===== src/rtl/ez8_pkg.sv =====
// ez8_pkg -- shared definitions for the 8-bit core's bitwise instruction class.
//   op_e      : 3-bit instruction encodings seen by bit_rmw
//   state_e   : bit_rmw sequencer states
//   BW_OP_*   : bitwise unit function selects (AND/OR/XOR)
//   BW_B_*    : bitwise unit b-side selects (operand / constant 00 / constant FF)
//   op_needs_read, op_sets_zero : per-op decode helpers
package ez8_pkg;

   typedef enum logic [2:0] {
      OP_AND  = 3'b000,
      OP_OR   = 3'b001,
      OP_XOR  = 3'b010,
      OP_CLR  = 3'b011,
      OP_SET  = 3'b100,
      OP_BSET = 3'b101,
      OP_BCLR = 3'b110,
      OP_BTOG = 3'b111
   } op_e;

   typedef enum logic [2:0] {
      ST_IDLE = 3'd0,
      ST_RD   = 3'd1,
      ST_EXEC = 3'd2,
      ST_WR   = 3'd3,
      ST_FIN  = 3'd4
   } state_e;

   localparam logic [1:0] BW_OP_AND = 2'd0;
   localparam logic [1:0] BW_OP_OR  = 2'd1;
   localparam logic [1:0] BW_OP_XOR = 2'd2;

   localparam logic [1:0] BW_B_OPND = 2'd0;
   localparam logic [1:0] BW_B_ZERO = 2'd1;
   localparam logic [1:0] BW_B_ONES = 2'd2;

   // CLR and SET produce a constant, so they skip the memory read.
   function automatic logic op_needs_read(input logic [2:0] op);
      return !((op == OP_CLR) || (op == OP_SET));
   endfunction

   // Only the byte-wide ops update the Z flag; single-bit ops leave it alone.
   function automatic logic op_sets_zero(input logic [2:0] op);
      return (op <= OP_SET);
   endfunction

endpackage


===== src/rtl/bitwise.sv =====
// bitwise -- combinational byte logic unit.
//   a      in  8  a-side operand
//   b      in  8  b-side operand (used when b_sel = BW_B_OPND)
//   op_sel in  2  BW_OP_AND / BW_OP_OR / BW_OP_XOR
//   b_sel  in  2  BW_B_OPND / BW_B_ZERO / BW_B_ONES
//   y      out 8  result
module bitwise
   import ez8_pkg::*;
(
   input  logic [7:0] a,
   input  logic [7:0] b,
   input  logic [1:0] op_sel,
   input  logic [1:0] b_sel,
   output logic [7:0] y
);

   logic [7:0] b_eff;

   always_comb begin
      b_eff = b;
      case (b_sel)
         BW_B_ZERO: b_eff = 8'h00;
         BW_B_ONES: b_eff = 8'hFF;
         default:   b_eff = b;
      endcase
   end

   always_comb begin
      y = a & b_eff;
      case (op_sel)
         BW_OP_OR:  y = a | b_eff;
         BW_OP_XOR: y = a ^ b_eff;
         default:   y = a & b_eff;
      endcase
   end

endmodule


===== src/rtl/bit_rmw.sv =====
// bit_rmw -- read-modify-write sequencer for byte AND/OR/XOR, CLR/SET and
// single-bit BSET/BCLR/BTOG on a data-memory location.
//   clk, reset_n         clock, synchronous active-low reset
//   start/ready          request accepted when start & ready in the same cycle
//   op, addr, bitnum,
//   accum, dest          instruction fields, latched on accept
//   mem_addr/mem_rd      read request, held until mem_rvalid is sampled high
//   mem_rdata/mem_rvalid read data and completion
//   mem_wr/mem_wdata     write request, held until mem_wack is sampled high
//   mem_wack             write completion
//   acc_we/acc_wdata     one-cycle accumulator write
//   zero/zero_we         one-cycle Z-flag update
//   done                 one-cycle completion pulse
// Handshakes: a request output stays high until its completion input is
// sampled high on a rising edge; it drops the following cycle. Completion
// inputs arriving while the matching request is low are ignored.
module bit_rmw
   import ez8_pkg::*;
#(
   parameter int unsigned ADDR_W = 8
) (
   input  logic              clk,
   input  logic              reset_n,
   input  logic              start,
   input  logic [2:0]        op,
   input  logic [ADDR_W-1:0] addr,
   input  logic [2:0]        bitnum,
   input  logic [7:0]        accum,
   input  logic              dest,
   output logic              ready,
   output logic [ADDR_W-1:0] mem_addr,
   output logic              mem_rd,
   input  logic [7:0]        mem_rdata,
   input  logic              mem_rvalid,
   output logic              mem_wr,
   output logic [7:0]        mem_wdata,
   input  logic              mem_wack,
   output logic              acc_we,
   output logic [7:0]        acc_wdata,
   output logic              zero,
   output logic              zero_we,
   output logic              done
);

   state_e            state_q, state_d;
   logic [2:0]        op_q, op_d;
   logic [ADDR_W-1:0] addr_q, addr_d;
   logic [2:0]        bitnum_q, bitnum_d;
   logic [7:0]        accum_q, accum_d;
   logic              dest_q, dest_d;
   logic [7:0]        result_q, result_d;
   logic              zero_q, zero_d;

   logic              accept;
   logic              load_result;
   logic [2:0]        cur_op;
   logic [7:0]        bit_mask;
   logic [7:0]        bw_a, bw_b, bw_y;
   logic [1:0]        bw_op_sel, bw_b_sel;

   assign accept = (state_q == ST_IDLE) && start;

   // ---------------- FSM: state register ----------------
   always_ff @(posedge clk) begin
      if (!reset_n) state_q <= ST_IDLE;
      else          state_q <= state_d;
   end

   // ---------------- FSM: next state ----------------
   always_comb begin
      state_d = state_q;
      case (state_q)
         ST_IDLE: if (start) state_d = op_needs_read(op) ? ST_RD : ST_EXEC;
         ST_RD:   if (mem_rvalid) state_d = ST_EXEC;
         ST_EXEC: state_d = dest_q ? ST_WR : ST_FIN;
         ST_WR:   if (mem_wack) state_d = ST_FIN;
         ST_FIN:  state_d = ST_IDLE;
         default: state_d = ST_IDLE;
      endcase
   end

   // ---------------- FSM: outputs (decoded from state) ----------------
   always_comb begin
      ready   = (state_q == ST_IDLE);
      mem_rd  = (state_q == ST_RD);
      mem_wr  = (state_q == ST_WR);
      acc_we  = (state_q == ST_EXEC) && !dest_q;
      zero_we = (state_q == ST_FIN) && op_sets_zero(op_q);
      done    = (state_q == ST_FIN);
   end

   assign mem_addr  = addr_q;
   assign mem_wdata = result_q;
   assign acc_wdata = result_q;
   assign zero      = zero_q;

   // ---------------- Datapath ----------------
   // The result register must already hold the answer during EXEC (acc_we
   // fires there), so it is loaded on the edge that enters EXEC. That edge is
   // either the accept edge (CLR/SET, using the live op) or the RD edge that
   // samples mem_rvalid (using mem_rdata directly).
   assign load_result = (state_d == ST_EXEC) && (state_q != ST_EXEC);
   assign cur_op      = (state_q == ST_IDLE) ? op : op_q;
   assign bit_mask    = 8'd1 << bitnum_q;

   // Bit ops put the mask on the a-side and the memory byte on the b-side.
   always_comb begin
      bw_a      = mem_rdata;
      bw_b      = accum_q;
      bw_op_sel = BW_OP_AND;
      bw_b_sel  = BW_B_OPND;
      case (cur_op)
         OP_AND:  bw_op_sel = BW_OP_AND;
         OP_OR:   bw_op_sel = BW_OP_OR;
         OP_XOR:  bw_op_sel = BW_OP_XOR;
         OP_CLR:  begin bw_op_sel = BW_OP_AND; bw_b_sel = BW_B_ZERO; end
         OP_SET:  begin bw_op_sel = BW_OP_OR;  bw_b_sel = BW_B_ONES; end
         OP_BSET: begin bw_a = bit_mask;  bw_b = mem_rdata; bw_op_sel = BW_OP_OR;  end
         OP_BCLR: begin bw_a = ~bit_mask; bw_b = mem_rdata; bw_op_sel = BW_OP_AND; end
         OP_BTOG: begin bw_a = bit_mask;  bw_b = mem_rdata; bw_op_sel = BW_OP_XOR; end
         default: bw_op_sel = BW_OP_AND;
      endcase
   end

   bitwise u_bitwise (
      .a      (bw_a),
      .b      (bw_b),
      .op_sel (bw_op_sel),
      .b_sel  (bw_b_sel),
      .y      (bw_y)
   );

   always_comb begin
      op_d     = op_q;
      addr_d   = addr_q;
      bitnum_d = bitnum_q;
      accum_d  = accum_q;
      dest_d   = dest_q;
      result_d = result_q;
      zero_d   = zero_q;
      if (accept) begin
         op_d     = op;
         addr_d   = addr;
         bitnum_d = bitnum;
         accum_d  = accum;
         dest_d   = dest;
      end
      if (load_result) begin
         result_d = bw_y;
         zero_d   = (bw_y == 8'h00);
      end
   end

   always_ff @(posedge clk) begin
      if (!reset_n) begin
         op_q     <= 3'd0;
         addr_q   <= '0;
         bitnum_q <= 3'd0;
         accum_q  <= 8'h00;
         dest_q   <= 1'b0;
         result_q <= 8'h00;
         zero_q   <= 1'b0;
      end else begin
         op_q     <= op_d;
         addr_q   <= addr_d;
         bitnum_q <= bitnum_d;
         accum_q  <= accum_d;
         dest_q   <= dest_d;
         result_q <= result_d;
         zero_q   <= zero_d;
      end
   end

endmodule

===== config.mk =====
export PLATFORM = sky130hd
export DESIGN_NAME = bit_rmw
export DESIGN_NICKNAME = d
export VERILOG_FILES = /design/src/rtl/ez8_pkg.sv /design/src/rtl/bitwise.sv /design/src/rtl/bit_rmw.sv
export SDC_FILE = /design/constraint.sdc
export NUM_CORES = 1
export LEC_CHECK = 0
export ABC_CLOCK_PERIOD_IN_PS = 3150
export CORE_UTILIZATION = 40
export CTS_CLUSTER_SIZE = 28
export DETAILED_ROUTE_END_ITERATION = 10
export PLACE_DENSITY = 0.67
export SLEW_MARGIN = 20
export SYNTH_ARGS = -nofsm -noshare
export SYNTH_HDL_FRONTEND = slang
export SYNTH_HIERARCHICAL = 1
export SYNTH_SLANG_ARGS = --single-unit

===== constraint.sdc =====
create_clock -name clk -period 3.15 [get_ports clk]
set_input_delay 0.4725 -clock clk [delete_from_list [all_inputs] [get_ports clk]]
set_output_delay 0.4725 -clock clk [all_outputs]
set_load 0.03 [all_outputs]

==> impl_summary.md, run 1 <==
Outcome
The run finished with clean final reports.

Die
The chip height is 85.4 um. Row generation in the floorplan step produced 30 rows. The floorplan step defined a die boundary enclosing 0.00730 sq mm. Once the floorplan was initialized, standard cells occupied 41.2% of the core. From left edge to right edge, the die measures 85.4 um.

67 I/O pins were placed. The floorplan core area is 0.00676 sq mm.

STA
For the finished layout, the period the worst path requires is 2.98 ns. The number of pins with negative max-slew slack in the final report came to 0. The maximum clock frequency is 336 MHz.

In the final timing run, aggregate negative setup slack is 0 ns. Setup repair after global routing left no endpoint under its margin. Setup violations remaining at the end of the flow were counted as 0. In this run the tightest slew margin relative to its limit is 57.1%. The final-report hold violation count is 0. The final worst-path cycle share is 94.6%.

The largest clock skew in the final design is 0.00961 ns. At the pin with the least slew margin, the transition time is 0.644 ns.

Clocking
CTS placed an instance of sky130_fd_sc_hd__clkbuf_8 at the clock tree root. The number of buffers created by CTS is 5. TritonCTS built the clock tree.

After clock tree synthesis, the clock-pin slew on the worst setup and hold paths is 0.06 ns. Buffers inserted to repair hold after CTS numbered 0. The H-tree was split into 2 levels.

The clock latency on the worst-skew pair is 0.29 ns. The total number of clock tree sinks is 35. Counting along the longest clock path gives a buffer depth of 2.

Placed design
The number of I/O port buffers is 66. Once detailed placement completed, the half-perimeter wirelength came to 5220 um. Routability-driven placement finished with a final weighted congestion of 0.879.

The placed instances occupy a cell area of 0.00356 sq mm.

GRT
The largest net degree at the start of global routing is 24. The number of antenna violations at the first check in global routing is 0. The wire length of the first global-routing pass is 11300 um. The number of global-route vias before repair is 2468. For this run, the total global-route usage over all layers was measured as 19.1%.

The total global routing overflow is 0.

Final layout
In the layout the commonest cells are sky130_fd_sc_hd__nand2_1 (90), sky130_fd_sc_hd__clkdlybuf4s50_1 (66), sky130_fd_sc_hd__dfxtp_1 (35), sky130_fd_sc_hd__buf_4 (26), sky130_fd_sc_hd__a21boi_0 (23). The number of antenna repair diodes is 0. Of the cells placed in the final design, the portion with a size suffix greater than 1 is 14.1%. The growth of design area from synthesis to finish is 32.0%.

The finished cells cover 0.00368 sq mm. The final layout net count is 493. The library cell used most frequently in the layout, excluding fill and tap cells, is sky130_fd_sc_hd__nand2_1.

The number of fill cells is 658.

Synth
The mean cell area of the mapped netlist is 7.55 sq um. Synthesis inferred 35 register bits. The cell area after synthesis is 0.00279 sq mm. The number of library cell types mapped by synthesis is 45. The synthesized netlist cell count is 369.

The number of nets in the synthesized netlist is 424. Of the synthesized area, sequential elements account for 25.2%. The yosys synthesis warning count is 6.

Critical path
Data on the critical path is required at its endpoint by 3.36 ns. The cell depth of the worst flop-to-flop path is 15. Together, buffers and inverters on the worst path number 3. For this design, the slowest cell found on the critical path is sky130_fd_sc_hd__ha_1.

The flop-to-flop setup slack is 0.17 ns. Broken down by cell family, the worst path's largest delay share belongs to simple AND/OR/NAND/NOR gates. The startpoint identified for the worst register-to-register timing path is state_q[2]. The startpoint type of the worst setup path is a flop. The reg-to-reg critical path endpoint is zero. In this design, the stage delay of the slowest critical-path cell is 0.34 ns. The number of cells on the critical path is 15.

By startpoint and endpoint, the worst setup path is classified as flop to flop. STA puts the critical path data arrival time at 3.19 ns. Walking the worst path, the cells encountered are nor3_4 -> buf_12 -> mux2_4 -> nor3_1 -> inv_1 -> ha_1 -> nor2b_2 -> buf_12 -> a21oi_2 -> ha_1 -> nand2_1 -> a31oi_1 -> nor4_1 -> nand4_1 -> o21ai_0. The element type at the critical path end is a flop.

In this run the worst path has a maximum fanout of 8.

Drt
Once detail routing completed, the nets flagged for antenna violations numbered 0. The routed length per placed instance is 12.8 um. In the routed layout, each cell is associated on average with a via count of 5.15. After detailed routing, the number of remaining DRC violations is 0. The number of optimization iterations in the first detailed-route pass is 4. In this run, the number of DRC markers left after iteration 0 of detailed routing was 90. The final wirelength is 6620 um. The routed layout has 2675 vias.

Power
The largest vdd supply drop is 0.000206 V. In this run the static leakage power is 1.49 nW. Power spread over the standard cell area amounts to 444 mW/mm^2.

Hold path
The class of the tightest hold or removal check is flop to flop. The worst hold path was traced through 2 stages. The startpoint of the tightest hold check path is acc_wdata[6].

The hold path endpoint is acc_wdata[6].

Job
The max-capacitance violation count is 0.
kinds of logic after synthesis:
| group | after synthesis | synth area share (%) |
|---|---|---|
| and+or+nand+nor | 165 | 28.9 |
| AOI/OAI and AO/OA | 85 | 20.9 |
| buffers and inverters | 46 | 9.12 |
| DFF | 35 | 25.2 |
| muxes | 19 | 7.37 |
| adders and majority gates | 19 | 8.54 |
per-stage QoR:
step                instances  hold WS, ns  total power, mW  setup WS [ns]  util [%]
floorplan                 369        0.441             1.06         0.0461         -
global placement          510        0.454             1.30         0.0653      52.7
detailed placement        510        0.457             1.31        -0.0440      52.7
finish                    519        0.466             1.63          0.170      54.4
CTS                       518        0.465             1.64         0.0548      54.0
global route              519        0.485             1.76         0.0567      54.4
worst max path at each step:
stage                    start   end  slack, ns
finish              state_q[2]  zero       0.17
global route        state_q[2]  zero       0.06
CTS                 state_q[1]  zero       0.05
detailed placement       op[1]  zero      -0.04
global placement         op[1]  zero       0.07
floorplan           state_q[1]  zero       0.05
Yosys cell counts, drive strengths merged:
cell / n / area share (%)
nand2: 90 / 12
dfxtp: 35 / 25
a21oi: 24 / 5.8
a21boi: 23 / 6.2
o21ai: 20 / 3.7
buf: 19 / 5.4
ha: 19 / 8.5
nor2b: 16 / 3.7
inv: 14 / 1.9
nand2b: 14 / 3.4
clkbuf: 13 / 1.8
a31oi: 11 / 2.7
mux2i: 10 / 3.7
mux2: 9 / 3.6
nand3: 9 / 1.6
nor3: 9 / 2.0
nor2: 8 / 1.1
nor3b: 4 / 1.3
and2: 3 / 0.67
nor4: 3 / 0.67
and3: 2 / 0.45
and3b: 2 / 0.63
nand3b: 2 / 0.54
o2111ai: 2 / 0.63
o31ai: 2 / 0.54
a211oi: 1 / 0.72
nand4: 1 / 0.22
nor4b: 1 / 0.31
o211ai: 1 / 0.27
o311ai: 1 / 0.31
or3: 1 / 0.22
power breakdown:
group          switching, mW  internal, mW  total [mW]
Combinational          0.428         0.377       0.805
Sequential            0.0351         0.480       0.515
Clock                  0.158         0.154       0.313
per-layer routing:
metal  wire [um]  track usage [%]
met1        2980             23.6
met2        3260             33.5
met3         307             3.40
met4          68             6.36
met5           0                0
layout make-up:
class / count / area, sq um / area share, %
clock inverters: 2 / 12.5 / 0.340
clock buffers: 6 / 72.6 / 1.97
multi-input cells: 288 / 1840 / 50.1
repair buffers: 94 / 896 / 24.4
inverters: 14 / 52.6 / 1.43
well taps: 80 / 100 / 2.72
flip-flops and latches: 35 / 701 / 19.1
timing repair:
action,4_1_cts,5_1_grt
resized for setup,0,1
endpoints found under the setup margin,0,4
setup buffers,0,1
worst reg2reg max path: stages, from the launching register on:
cell and delay, ns:
sky130_fd_sc_hd__dfxtp_1 0.33, sky130_fd_sc_hd__nor3_4 0.22, sky130_fd_sc_hd__buf_12 0.15, sky130_fd_sc_hd__mux2_4 0.31, sky130_fd_sc_hd__nor3_1 0.15, sky130_fd_sc_hd__inv_1 0.07
sky130_fd_sc_hd__ha_1 0.34, sky130_fd_sc_hd__nor2b_2 0.17, sky130_fd_sc_hd__buf_12 0.15, sky130_fd_sc_hd__a21oi_2 0.04, sky130_fd_sc_hd__ha_1 0.28, sky130_fd_sc_hd__nand2_1 0.07
sky130_fd_sc_hd__a31oi_1 0.11, sky130_fd_sc_hd__nor4_1 0.28, sky130_fd_sc_hd__nand4_1 0.12, sky130_fd_sc_hd__o21ai_0 0.11
flip-flops by register name, summed over array words and instances (netlist names):
name       cells
accum_q        8
zero           1
mem_addr       8
op_q           3
bitnum_q       3
dest_q         1
acc_wdata      8
state_q        3
Power figures use the tool's default switching activity.
==> run 2: changes to the inputs <==
--- a/config.mk
+++ b/config.mk
@@ -15,3 +15,4 @@
 export SYNTH_HDL_FRONTEND = slang
 export SYNTH_HIERARCHICAL = 1
 export SYNTH_SLANG_ARGS = --single-unit
+export TNS_END_PERCENT = 5
==> results of run 2 <==
No change in the layout: final DEF, timing and power equal those of run 1.
==> run 3: changes to the inputs <==
--- a/config.mk
+++ b/config.mk
@@ -10,7 +10,6 @@
 export CTS_CLUSTER_SIZE = 28
 export DETAILED_ROUTE_END_ITERATION = 10
 export PLACE_DENSITY = 0.67
-export SLEW_MARGIN = 20
 export SYNTH_ARGS = -nofsm -noshare
 export SYNTH_HDL_FRONTEND = slang
 export SYNTH_HIERARCHICAL = 1
==> results of run 3 <==
No change in the layout: final DEF, timing and power equal those of run 1.
